[config.mk]
export PLATFORM = sky130hd
export DESIGN_NAME = multicycle_control_fsm
export DESIGN_NICKNAME = d
export VERILOG_FILES = /design/src/rtl/mips_ctrl_pkg.sv /design/src/rtl/mem_wait_timer.sv /design/src/rtl/multicycle_control_fsm.sv
export SDC_FILE = /design/constraint.sdc
export NUM_CORES = 1
export LEC_CHECK = 0
export ABC_CLOCK_PERIOD_IN_PS = 3200
export CAP_MARGIN = 20
export CORE_MARGIN = 3
export CORE_UTILIZATION = 45
export CTS_CLUSTER_SIZE = 24
export DETAILED_ROUTE_END_ITERATION = 7
export PLACE_DENSITY = 0.78
export SYNTH_ARGS = -nofsm -noshare
export SYNTH_HDL_FRONTEND = slang
export SYNTH_HIERARCHICAL = 1
export SYNTH_SLANG_ARGS = --single-unit
[constraint.sdc]
create_clock -name clk -period 3.2 [get_ports clk]
set_clock_uncertainty 0.2 [all_clocks]
set_input_delay 0.32 -clock clk [delete_from_list [all_inputs] [get_ports clk]]
set_output_delay 0.32 -clock clk [all_outputs]
set_load 0.01 [all_outputs]
[src/rtl/mips_ctrl_pkg.sv]
// Shared encodings for the multi-cycle MIPS controller: opcodes, states,
// ALU control codes and datapath mux selects.
package mips_ctrl_pkg;

   localparam logic [5:0] R_TYPE   = 6'h00;
   localparam logic [5:0] J        = 6'h02;
   localparam logic [5:0] JAL      = 6'h03;
   localparam logic [5:0] BEQ      = 6'h04;
   localparam logic [5:0] BNE      = 6'h05;
   localparam logic [5:0] ADDI     = 6'h08;
   localparam logic [5:0] ANDI     = 6'h0C;
   localparam logic [5:0] ORI      = 6'h0D;
   localparam logic [5:0] LUI      = 6'h0F;
   localparam logic [5:0] LW       = 6'h23;
   localparam logic [5:0] SW       = 6'h2B;
   localparam logic [5:0] FUNCT_JR = 6'h08;

   typedef enum logic [3:0] {
      S_IDLE     = 4'd0,
      S_FETCH    = 4'd1,
      S_DECODE   = 4'd2,
      S_MEM_ADDR = 4'd3,
      S_MEM_RD   = 4'd4,
      S_MEM_WB   = 4'd5,
      S_MEM_WR   = 4'd6,
      S_R_EXE    = 4'd7,
      S_R_WB     = 4'd8,
      S_I_EXE    = 4'd9,
      S_I_WB     = 4'd10,
      S_BRANCH   = 4'd11,
      S_JUMP     = 4'd12,
      S_JAL      = 4'd13,
      S_JR       = 4'd14
   } state_t;

   localparam logic [3:0] ALU_ADD   = 4'b0100;
   localparam logic [3:0] ALU_OR    = 4'b0001;
   localparam logic [3:0] ALU_LUI   = 4'b0010;
   localparam logic [3:0] ALU_AND   = 4'b0011;
   localparam logic [3:0] ALU_RTYPE = 4'b0111;
   localparam logic [3:0] ALU_LW    = 4'b0101;
   localparam logic [3:0] ALU_SW    = 4'b1001;
   localparam logic [3:0] ALU_BEQ   = 4'b0110;
   localparam logic [3:0] ALU_BNE   = 4'b1000;

   localparam logic [1:0] PC_SRC_ALU    = 2'd0;
   localparam logic [1:0] PC_SRC_ALUOUT = 2'd1;
   localparam logic [1:0] PC_SRC_JUMP   = 2'd2;
   localparam logic [1:0] PC_SRC_RS     = 2'd3;

   localparam logic [1:0] SRC_B_REG     = 2'd0;
   localparam logic [1:0] SRC_B_FOUR    = 2'd1;
   localparam logic [1:0] SRC_B_IMM     = 2'd2;
   localparam logic [1:0] SRC_B_IMM_SH2 = 2'd3;

   // States that own the memory bus and therefore run the wait timer.
   function automatic logic is_mem_state(input state_t s);
      return (s == S_FETCH) || (s == S_MEM_RD) || (s == S_MEM_WR);
   endfunction

endpackage

[src/rtl/mem_wait_timer.sv]
// Counts wait cycles of one memory access and flags a timeout once the
// count reaches MEM_TIMEOUT with memory still not ready.
module mem_wait_timer #(
   parameter int MEM_TIMEOUT = 15,
   parameter int CNT_W       = 8
) (
   input  logic clk,
   input  logic reset,
   input  logic active,
   input  logic ready,
   output logic timeout
);

   logic [CNT_W-1:0] cnt;

   assign timeout = active && !ready && (cnt == CNT_W'(MEM_TIMEOUT));

   // Outside a memory state, on ready and on timeout the count returns to
   // zero, so every access (including a retried fetch) starts from zero.
   always_ff @(posedge clk or posedge reset) begin
      if (reset)
         cnt <= '0;
      else if (active && !ready && !timeout)
         cnt <= cnt + CNT_W'(1);
      else
         cnt <= '0;
   end

endmodule

[src/rtl/multicycle_control_fsm.sv]
// Multi-cycle MIPS controller: sequences a shared ALU and unified memory
// through fetch, decode, execute, memory and writeback states.
module multicycle_control_fsm
   import mips_ctrl_pkg::*;
#(
   parameter int MEM_TIMEOUT = 15,
   parameter int CNT_W       = 8
) (
   input  logic       clk,
   input  logic       reset,
   input  logic [5:0] opcode_i,
   input  logic [5:0] funct_i,
   input  logic       mem_ready_i,
   output logic       pc_write_o,
   output logic       pc_write_eq_o,
   output logic       pc_write_ne_o,
   output logic [1:0] pc_src_o,
   output logic       i_or_d_o,
   output logic       mem_read_o,
   output logic       mem_write_o,
   output logic       ir_write_o,
   output logic       reg_dst_o,
   output logic       jal_o,
   output logic       mem_to_reg_o,
   output logic       reg_write_o,
   output logic       alu_src_a_o,
   output logic [1:0] alu_src_b_o,
   output logic [3:0] alu_op_o,
   output logic       instr_done_o,
   output logic       illegal_op_o,
   output logic       bus_error_o,
   output logic [3:0] state_o
);

   state_t state, next_state;
   logic   timeout;

   mem_wait_timer #(
      .MEM_TIMEOUT (MEM_TIMEOUT),
      .CNT_W       (CNT_W)
   ) u_timer (
      .clk     (clk),
      .reset   (reset),
      .active  (is_mem_state(state)),
      .ready   (mem_ready_i),
      .timeout (timeout)
   );

   assign state_o = state;

   always_ff @(posedge clk or posedge reset) begin
      if (reset)
         state <= S_IDLE;
      else
         state <= next_state;
   end

   always_comb begin
      next_state = state;
      case (state)
         S_IDLE:   next_state = S_FETCH;
         S_FETCH: begin
            if (timeout)          next_state = S_FETCH;
            else if (mem_ready_i) next_state = S_DECODE;
         end
         S_DECODE: begin
            case (opcode_i)
               R_TYPE:                 next_state = (funct_i == FUNCT_JR) ? S_JR : S_R_EXE;
               LW, SW:                 next_state = S_MEM_ADDR;
               ADDI, ANDI, ORI, LUI:   next_state = S_I_EXE;
               BEQ, BNE:               next_state = S_BRANCH;
               J:                      next_state = S_JUMP;
               JAL:                    next_state = S_JAL;
               default:                next_state = S_FETCH;
            endcase
         end
         S_MEM_ADDR: next_state = (opcode_i == SW) ? S_MEM_WR : S_MEM_RD;
         S_MEM_RD: begin
            if (timeout)          next_state = S_FETCH;
            else if (mem_ready_i) next_state = S_MEM_WB;
         end
         S_MEM_WR: begin
            if (timeout || mem_ready_i) next_state = S_FETCH;
         end
         S_R_EXE:  next_state = S_R_WB;
         S_I_EXE:  next_state = S_I_WB;
         S_MEM_WB, S_R_WB, S_I_WB, S_BRANCH, S_JUMP, S_JAL, S_JR:
            next_state = S_FETCH;
         default:  next_state = S_IDLE;
      endcase
   end

   always_comb begin
      pc_write_o    = 1'b0;
      pc_write_eq_o = 1'b0;
      pc_write_ne_o = 1'b0;
      pc_src_o      = PC_SRC_ALU;
      i_or_d_o      = 1'b0;
      mem_read_o    = 1'b0;
      mem_write_o   = 1'b0;
      ir_write_o    = 1'b0;
      reg_dst_o     = 1'b0;
      jal_o         = 1'b0;
      mem_to_reg_o  = 1'b0;
      reg_write_o   = 1'b0;
      alu_src_a_o   = 1'b0;
      alu_src_b_o   = SRC_B_REG;
      alu_op_o      = 4'b0000;
      instr_done_o  = 1'b0;
      illegal_op_o  = 1'b0;
      bus_error_o   = 1'b0;
      // A timed-out access drops every request and write enable for the cycle.
      if (timeout) begin
         bus_error_o = 1'b1;
      end else begin
         case (state)
            S_FETCH: begin
               mem_read_o  = 1'b1;
               alu_src_b_o = SRC_B_FOUR;
               alu_op_o    = ALU_ADD;
               ir_write_o  = mem_ready_i;
               pc_write_o  = mem_ready_i;
            end
            S_DECODE: begin
               alu_src_b_o = SRC_B_IMM_SH2;
               alu_op_o    = ALU_ADD;
               case (opcode_i)
                  R_TYPE, LW, SW, ADDI, ANDI, ORI, LUI, BEQ, BNE, J, JAL:
                     illegal_op_o = 1'b0;
                  default:
                     illegal_op_o = 1'b1;
               endcase
            end
            S_MEM_ADDR: begin
               alu_src_a_o = 1'b1;
               alu_src_b_o = SRC_B_IMM;
               alu_op_o    = (opcode_i == SW) ? ALU_SW : ALU_LW;
            end
            S_MEM_RD: begin
               mem_read_o = 1'b1;
               i_or_d_o   = 1'b1;
            end
            S_MEM_WB: begin
               reg_write_o  = 1'b1;
               mem_to_reg_o = 1'b1;
               instr_done_o = 1'b1;
            end
            S_MEM_WR: begin
               mem_write_o  = 1'b1;
               i_or_d_o     = 1'b1;
               instr_done_o = mem_ready_i;
            end
            S_R_EXE: begin
               alu_src_a_o = 1'b1;
               alu_op_o    = ALU_RTYPE;
            end
            S_R_WB: begin
               reg_write_o  = 1'b1;
               reg_dst_o    = 1'b1;
               instr_done_o = 1'b1;
            end
            S_I_EXE: begin
               alu_src_a_o = 1'b1;
               alu_src_b_o = SRC_B_IMM;
               case (opcode_i)
                  ORI:     alu_op_o = ALU_OR;
                  LUI:     alu_op_o = ALU_LUI;
                  ANDI:    alu_op_o = ALU_AND;
                  default: alu_op_o = ALU_ADD;
               endcase
            end
            S_I_WB: begin
               reg_write_o  = 1'b1;
               instr_done_o = 1'b1;
            end
            S_BRANCH: begin
               alu_src_a_o   = 1'b1;
               alu_op_o      = (opcode_i == BNE) ? ALU_BNE : ALU_BEQ;
               pc_src_o      = PC_SRC_ALUOUT;
               pc_write_eq_o = (opcode_i == BEQ);
               pc_write_ne_o = (opcode_i == BNE);
               instr_done_o  = 1'b1;
            end
            S_JUMP: begin
               pc_write_o   = 1'b1;
               pc_src_o     = PC_SRC_JUMP;
               instr_done_o = 1'b1;
            end
            S_JAL: begin
               pc_write_o   = 1'b1;
               pc_src_o     = PC_SRC_JUMP;
               reg_write_o  = 1'b1;
               jal_o        = 1'b1;
               alu_op_o     = ALU_ADD;
               instr_done_o = 1'b1;
            end
            S_JR: begin
               pc_write_o   = 1'b1;
               pc_src_o     = PC_SRC_RS;
               instr_done_o = 1'b1;
            end
            default: ;
         endcase
      end
   end

endmodule

==> results_dict.tcl, run 1 <==
set metrics [dict create \
    antenna_violations_before_repair 0 \
    final_stage_net_count 243 \
    detailedRoute.firstPassIterationCount 4 \
    netlist_instances 178 \
    fp.dieH_um 59.5 \
    critical_path.endpoint_type "output pin" \
    post_dp_cell_area_sq_um 1760 \
    run_status "complete, no violations" \
    max-vdd-ir-drop_mv 0.688 \
    fillCellCount 209 \
    yosys_most_used_dff "dfrtp_1" \
    tritoncts.num_buffers 3 \
    worstPathMaxFanout 7 \
    synth_enable_flop_cells 0 \
    initialDrtViolationCount 93 \
    worst-endpoint-arrival_ps 2590 \
    postSynthAreaPerCell_sq_um 7.25 \
    design.portCount 42 \
    net_count_synth 194 \
    port_buf_inserts 41 \
    period_needed_ps 3110 \
    power-per-cell-area_nw_per_um2 630 \
    initial_core_util_pct 49.8 \
    synth.cell_area_sq_um 1290 \
    remaining_drc_errors 0 \
    instances_no_fill 256 \
    routed-via-count 1550 \
    clock_tree.htree_level_count 1 \
    number_of_global_route_vias_before_repair 1415 \
    timing.final.hold_violations 0 \
    setup_tns_ps 0 \
    globalRouteTotalUtil_pct 22.8 \
    route.detailed.wl_per_inst_um 15.5 \
    yosysUniqueCellTypes 53 \
    min_period_over_period_pct 97.3 \
    clk_transition_reported_paths_ps 70 \
    grt_first_pass_wirelength_um 6400 \
    number_of_warnings_issued_by_yosys 6 \
    timing.critical_path.cells "nand2b_2, o21a_1, nor2_1, nand2b_1, nor3b_2, buf_4, nor2_1, nand2_1, nor2_1, or2_1, clkdlybuf4s50_1" \
    antenna_left 0 \
    cp.required_ps 2680 \
    timing.setup.critical_path_class "flop to output pin" \
    startpoint_type_of_the_worst_setup_path "flop" \
    hold_path_class "primary input to asynchronous set/reset pin" \
    fp-row-count 18 \
    number_of_vias_per_cell 6.05 \
    flow.area_growth_from_synthesis_pct 43.2 \
    worst_hold_slack_ps 63.6 \
    grt_overflow_total 0 \
    critical-path-slowest-cell "clkdlybuf4s50_1" \
    clock_net_sink_count 12 \
    post-dp-hpwl_um 3020 \
    max_clock_freq_mhz 321 \
    core_sq_um 2590 \
    finalWirelength_um 3960 \
    grt_start_max_net_pins 25 \
    yosys_register_bits 12 \
    clock_insertion_delay_worst_skew_ps 260 \
    max-slew-margin-rel_pct 74.5 \
    report.final.setup_viol 0 \
    cp_common_cell "nor2_1" \
    post_route_cells_drive_above_1_share_pct 12.8 \
    totalPowerFinal_uw 1160 \
    routability_cong 0.839 \
    slowest_delay_ps 500 \
    maxcap_violations 0 \
    cts_buffer_depth 2 \
    dieWidth_um 59.5 \
    dp.cells 248 \
    p_leak_uw 0.000755 \
    cts_hold_buffers 0 \
    timing_worst_slew_pin_value_ps 377 \
    clock_tree_from_tritoncts "yes" \
    fp.dieArea_sq_um 3550 \
    synth-seq-area-share_pct 23.3 \
    cts.root.buffer_cell "clkbuf_4" \
    finish.instance_area_sq_um 1850 \
    antenna_cells_inserted 0 \
    report.final.slew_viol_count 0 \
    synth-async-reset-ratio_pct 100 \
]
## power breakdown
part           internal (uW)  switching, uW
clock                   69.0           45.7
combinational            398            441
sequential               179           28.9
total                    647            516
## per-layer routing
| layer | share of wire, % | up-vias | track usage (%) |
|---|---|---|---|
| met4 | 0.15 | 0 | 5.38 |
| met1 | 40 | 707 | 30.2 |
| met2 | 52 | 86 | 40.6 |
| met3 | 7.8 | 2 | 1.09 |
| met5 | 0 | - | 0 |
| li1 | - | 755 | - |
## final timing paths
check,from,end,slack (ps),cells after the start
worst max-delay path,state_o[1]$_DFFE_PP0P_,pc_write_o,90,11
worst min-delay path,reset,state_o[1]$_DFFE_PP0P_,60,2
worst max register to register,state_o[1]$_DFFE_PP0P_,state_o[1]$_DFFE_PP0P_,900,10
worst min register to register,u_timer/cnt[0]$_DFF_PP0_,u_timer/cnt[0]$_DFF_PP0_,330,1
max in group asynchronous,reset,u_timer/cnt[0]$_DFF_PP0_,2450,2
min in group clk,u_timer/cnt[0]$_DFF_PP0_,u_timer/cnt[0]$_DFF_PP0_,330,1
## cells in the final DEF, fill, tap and decap left out, types with 2 or more instances in the layout
cell and n:
clkbuf_4 3, buf_4 13, nor3b_2 2, a31oi_1 5, nor4_1 4, nand3b_1 3
nor4b_1 2, nand4_1 2, nand3_1 6, o21ai_0 9, inv_1 8, and3_1 2
xnor2_1 3, or3_1 5, dfrtp_1 12, a21oi_1 13, nand2_1 13, nor2_1 25
nor3_1 7, clkdlybuf4s50_1 38, dlymetal6s2s_1 3, nand2b_1 10, nor2b_1 3
## final cells by class
cell class | count | area, sq um | area share, %
tap | 30 | 37.5 | 2.03
multi-input combinational | 146 | 912 | 49.4
timing repair buffer | 55 | 527 | 28.5
sequential | 12 | 300 | 16.3
inverter | 9 | 33.8 | 1.83
clock buffer | 4 | 36.3 | 1.96
## cells in the mapped netlist (all sizes together) (2+ instances only)
cell type / number / area, sq um
nor3b: 3 / 27.5
a31oi: 5 / 31.3
nor4b: 2 / 17.5
nand4: 2 / 12.5
or3: 6 / 42.5
xnor2: 3 / 26.3
dfrtp: 12 / 300
nor3: 7 / 35.0
nand3b: 3 / 22.5
nor2b: 3 / 18.8
o21ai: 9 / 45.0
nand3: 7 / 35.0
o22a: 2 / 18.8
nand2: 13 / 48.8
nor2: 25 / 93.8
a21oi: 13 / 65.1
and3: 2 / 12.5
nor4: 4 / 25.0
buf: 7 / 41.3
clkbuf: 4 / 15.0
nand2b: 11 / 68.8
inv: 9 / 33.8
## through the flow
step,utilization [%],setup WS [ps]
CTS,69.2,7.20
detailed placement,67.8,210
global placement,67.8,303
floorplan,-,168
finish,71.3,87.4
global route,71.3,-58.1
## sequential cells by signal, indices dropped and copies added, names as in the netlist
signal       count
state_o          4
u_timer/cnt      8
## logic make-up (layout without fill, tap and decap cells)
| family | after synthesis | after routing | synth area share [%] |
|---|---|---|---|
| adders and majority gates | 1 | 1 | 0.970 |
| buffers and inverters | 20 | 68 | 6.98 |
| AOI/OAI and AO/OA | 47 | 47 | 25.8 |
| xor gates and xnor gates | 3 | 3 | 2.04 |
| and+or+nand+nor | 95 | 95 | 40.9 |
| DFF | 12 | 12 | 23.3 |
## critical path: cells and delay by family, from the launching register on
family / cells / cell delay (ps)
flops: 1 / 370
buf+inv: 2 / 680
compound gates: 1 / 180
simple gates: 8 / 1080
## repair_timing
action / 4_1_cts / 5_1_grt
resized for setup: 0 / 6
buffers inserted: 0 / 3
endpoints found under the setup margin: 0 / 4
(Power assumes the default switching activity.)
==> run 2, diff against run 1 <==
DONT_BUFFER_PORTS = 1   (was not set)
PLACE_DENSITY = not set   (was 0.78)
==> results_dict.tcl, run 2 (same netlist as run 1, synthesis figures left out) <==
set metrics [dict create \
    clock_tree.htree_level_count 1 \
    run_status "complete, no violations" \
    clk_transition_reported_paths_ps 70 \
    worst_hold_slack_ps 67.3 \
    largest-register "u_timer/cnt" \
    power-per-cell-area_nw_per_um2 644 \
    clock_tree_from_tritoncts "yes" \
    largest_register_ffs 8 \
    worstPathMaxFanout 10 \
    critical_path.endpoint_type "output pin" \
    initial_core_util_pct 49.8 \
    globalRouteTotalUtil_pct 19.9 \
    report.final.setup_viol 0 \
    grt_first_pass_wirelength_um 5460 \
    fp-row-count 18 \
    max-vdd-ir-drop_mv 0.531 \
    clock_insertion_delay_worst_skew_ps 270 \
    dieWidth_um 59.5 \
    post_route_cells_drive_above_1_share_pct 12.2 \
    timing_worst_slew_pin_value_ps 588 \
    route.detailed.wl_per_inst_um 16.0 \
    remaining_drc_errors 0 \
    p_leak_uw 0.000532 \
    grt_start_max_net_pins 25 \
    core_sq_um 2590 \
    clock_net_sink_count 12 \
    maxcap_violations 0 \
    post-dp-hpwl_um 2580 \
    cp.required_ps 2680 \
    totalPowerFinal_uw 886 \
    antenna_cells_inserted 0 \
    min_period_over_period_pct 91.0 \
    startpoint_type_of_the_worst_setup_path "flop" \
    most_common_cell_after_layout_fill_and_taps_aside "nor2_1" \
    tritoncts.num_buffers 3 \
    grt_overflow_total 0 \
    initialDrtViolationCount 81 \
    setup_tns_ps 0 \
    number_of_vias_per_cell 6.41 \
    max-slew-margin-rel_pct 60.4 \
    design.portCount 42 \
    instances_no_fill 210 \
    period_needed_ps 2910 \
    timing.setup.critical_path_class "flop to output pin" \
    cts_buffer_depth 2 \
    timing.final.hold_violations 0 \
    rsz0062_at_grt "no" \
    max_clock_freq_mhz 343 \
    antenna_left 0 \
    detailedRoute.firstPassIterationCount 4 \
    routed-via-count 1347 \
    fp.dieH_um 59.5 \
    final_cell_mix "nor2_1, nand2_1, a21oi_1" \
    port_buf_inserts 0 \
    fp.dieArea_sq_um 3550 \
    antenna_violations_before_repair 0 \
    cts.root.buffer_cell "clkbuf_4" \
    report.final.slew_viol_count 0 \
    hold_path_class "primary input to flop" \
    routability_cong 0.907 \
    final_stage_net_count 198 \
    worst-endpoint-arrival_ps 2390 \
    finish.instance_area_sq_um 1380 \
    number_of_global_route_vias_before_repair 1150 \
    flow.area_growth_from_synthesis_pct 6.79 \
    dp.cells 206 \
    finalWirelength_um 3370 \
    post_dp_cell_area_sq_um 1340 \
]
run 2: changes by cell type in the layout (fill, tap and decap cells not counted), sizes merged:
cell,change
dlygate4sd3,+1
clkbuf,-1
dlymetal6s2s,-3
clkdlybuf4s15,-1
buf,-4
clkdlybuf4s50,-38
run 2: worst max-delay path: stages, from the launching register on:
cell      delay, ps
dfrtp_2         460
nand2b_1        150
o21a_1          190
nor2_1           80
nand2b_1        180
nor3b_2         280
buf_4           200
nand2b_1        150
a21oi_1          60
nor2_1          210
o22ai_1         150
run 2: final cells by class:
cell class / instances / area [sq um]
Tap cell: 30 / 37.5
Multi-Input combinational cell: 146 / 905
Sequential cell: 12 / 302
Timing Repair Buffer: 10 / 77.6
Inverter: 9 / 33.8
Clock buffer: 3 / 22.5
Fill cell: 260 / 1210
run 2: metal layers:
metal	up-vias	track usage, %	routed length (um)
met5	-	0	0
met4	0	3.16	26
met3	4	8.06	314
met2	57	28.2	1500
met1	626	28.6	1520
li1	660	-	-
run 2: metrics by stage:
stage / util, % / worst slack, ps
2_1_floorplan: - / 168
3_3_place_gp: 51.9 / 611
3_5_place_dp: 51.9 / 502
4_1_cts: 53.1 / 187
5_1_grt: 53.2 / 28.8
6_report: 53.2 / 289
run 2: repair_timing:
action,in CTS,in global routing
hold buffers,1,0
setup endpoints to repair,0,3
setup buffers,0,0
resized for setup,0,1
hold endpoints to repair,12,0
run 2: path summary, 6_finish.rpt:
kind                                          startpoint                  endpoint  slack (ps)  depth (start not counted)
worst max-delay path              state_o[0]$_DFFE_PP0P_               alu_op_o[2]         290                         10
worst min-delay path                         mem_ready_i    state_o[2]$_DFFE_PP0P_          70                          3
worst max register to register    state_o[0]$_DFFE_PP0P_    state_o[1]$_DFFE_PP0P_         730                         10
worst min register to register  u_timer/cnt[0]$_DFF_PP0_  u_timer/cnt[0]$_DFF_PP0_         310                          1
max in group asynchronous                          reset  u_timer/cnt[0]$_DFF_PP0_        2290                          2
min in group asynchronous                          reset    state_o[2]$_DFFE_PP0P_         190                          2
run 2: report_power, final:
group | total (uW) | switching, uW | internal, uW
logic | 571 | 359 | 213
registers | 227 | 46.1 | 181
clock network | 88.4 | 44.9 | 43.5
==> run 3, diff against run 2 <==
CORE_UTILIZATION = 48   (was 45)
==> results_dict.tcl, run 3 (same netlist as run 1, synthesis figures left out) <==
set metrics [dict create \
    rsz0062_at_grt "no" \
    post_route_cells_drive_above_1_share_pct 11.7 \
    area.sequential_sq_um 300 \
    finalWirelength_um 3380 \
    report.final.slew_viol_count 0 \
    clock_net_sink_count 12 \
    instances_no_fill 210 \
    cts_buffer_depth 2 \
    largest_register_ffs 8 \
    dieWidth_um 57.8 \
    endpoint_of_the_most_critical_setup_path "pc_write_o" \
    core_sq_um 2520 \
    p_leak_uw 0.000533 \
    combinationalPowerShare_pct 63.3 \
    worstPathMaxFanout 9 \
    worst-endpoint-arrival_ps 2370 \
    remaining_drc_errors 0 \
    max-slew-margin-rel_pct 61.7 \
    final_stage_net_count 197 \
    worst_r2r_startpoint "state_o[1]$_DFFE_PP0P_" \
    multi_input_area_sq_um 911 \
    fillCellCount 253 \
    layout.core_utilization_pct 55.1 \
    internal_power_uw 459 \
    dp.cells 205 \
    antenna_left 0 \
    post-dp-hpwl_um 2650 \
    clock_insertion_delay_worst_skew_ps 280 \
    min_period_over_period_pct 90.4 \
    routability_cong 0.906 \
    grt_first_pass_wirelength_um 5690 \
    antenna_violations_before_repair 0 \
    number_of_global_route_vias_before_repair 1201 \
    antenna_cells_inserted 0 \
    clk_transition_reported_paths_ps 80 \
    hold_depth 2 \
    setup_tns_ps 0 \
    totalPowerFinal_uw 925 \
    grt_start_max_net_pins 25 \
    net-switching-power_uw 466 \
    maxcap_violations 0 \
    grt_overflow_total 0 \
    port_buf_inserts 0 \
    initialDrtViolationCount 97 \
    route.detailed.wl_per_inst_um 16.1 \
    clock_tree_from_tritoncts "yes" \
    clock_tree.htree_level_count 1 \
    worst_slack_ps 308 \
    routed-via-count 1344 \
    timing.rr.end "state_o[1]$_DFFE_PP0P_" \
    cts.root.buffer_cell "clkbuf_4" \
    startpoint_type_of_the_worst_setup_path "flop" \
    globalRouteTotalUtil_pct 21.4 \
    pwr-share-seq_pct 23.3 \
    critical_path.endpoint_type "output pin" \
    timing.final.hold_violations 0 \
    flow.area_growth_from_synthesis_pct 7.66 \
    hold_path_class "primary input to flop" \
    largest-register "u_timer/cnt" \
    switching_share_pct 50.4 \
    detailedRoute.firstPassIterationCount 4 \
    clkPwrFrac_pct 13.4 \
    tritoncts.num_buffers 3 \
    most_common_cell_after_layout_fill_and_taps_aside "nor2_1" \
    power-per-cell-area_nw_per_um2 666 \
    fp-row-count 18 \
    regToRegSetupSlack_ps 650 \
    max-vdd-ir-drop_mv 0.442 \
    place_worst_setup_slack_ps 491 \
    initial_core_util_pct 51.1 \
    period_needed_ps 2890 \
    source_of_the_critical_timing_path "state_o[1]$_DFFE_PP0P_" \
    max_clock_freq_mhz 346 \
    report.final.setup_viol 0 \
    cp.required_ps 2680 \
    ff2ff_path_depth 10 \
    fp.dieArea_sq_um 3350 \
    final_cell_mix "nor2_1, nand2_1, a21oi_1" \
    timing.setup.critical_path_class "flop to output pin" \
    timing_worst_slew_pin_value_ps 570 \
    number_of_vias_per_cell 6.40 \
    fp.dieH_um 57.8 \
    design.portCount 42 \
    run_status "complete, no violations" \
]
run 3: how the worst min path moves through the flow:
| stage | start | to | slack [ps] |
|---|---|---|---|
| 2_1_floorplan | reset | state_o[0]$_DFFE_PP0P_ | -110 |
| 3_3_place_gp | reset | state_o[0]$_DFFE_PP0P_ | -100 |
| 3_5_place_dp | reset | state_o[3]$_DFFE_PP0P_ | -100 |
| 4_1_cts | opcode_i[4] | state_o[1]$_DFFE_PP0P_ | 50 |
| 5_1_grt | opcode_i[4] | state_o[1]$_DFFE_PP0P_ | 40 |
| 6_report | opcode_i[4] | state_o[1]$_DFFE_PP0P_ | 50 |
run 3: final cells by class:
type,instances,share of cell area (%)
Clock buffer,4,2.61
Sequential cell,12,21.6
Multi-Input combinational cell,146,65.6
Timing Repair Buffer,9,5.05
Inverter,9,2.43
Tap cell,30,2.70
run 3: routing by layer:
layer / vias to the layer above / part of all wire [%] / wire (um) / global-route usage (%)
li1: 661 / - / - / -
met1: 629 / 49 / 1660 / 33.5
met2: 54 / 40 / 1370 / 30.0
met3: 0 / 10 / 350 / 6.68
met4: 0 / 0 / 0 / 1.32
met5: - / 0 / 0 / 0
run 3: worst max-delay path, cell delays in order, from the launching register on:
cell	delay, ps
dfrtp_1	390
nand2b_1	220
o21a_1	200
nor2_1	80
nand2b_1	180
nor3b_4	410
nor2_1	110
nand2_1	130
nor2_1	90
or2_1	270
run 3: power by group through the flow:
stage / Combinational, uW / Clock (uW) / Sequential, uW
after floorplan: 467 / 0 / 221
after global placement: 571 / 0 / 216
after detailed placement: 581 / 0 / 219
after CTS: 583 / 126 / 215
after global routing: 654 / 141 / 223
final: 585 / 124 / 216
run 3: per-stage QoR:
stage / hold WS (ps) / area (sq um)
CTS: 45.5 / 1380
floorplan: -114 / 1290
finish: 45.3 / 1390
global placement: -101 / 1340
global route: 41.6 / 1390
detailed placement: -95.6 / 1340
run 3: what timing repair did:
action | CTS | global route
endpoints found under the hold margin | 12 | 0
hold buffers | 1 | 0
endpoints found under the setup margin | 0 | 5
gates resized for setup | 0 | 1
buffers inserted | 0 | 0
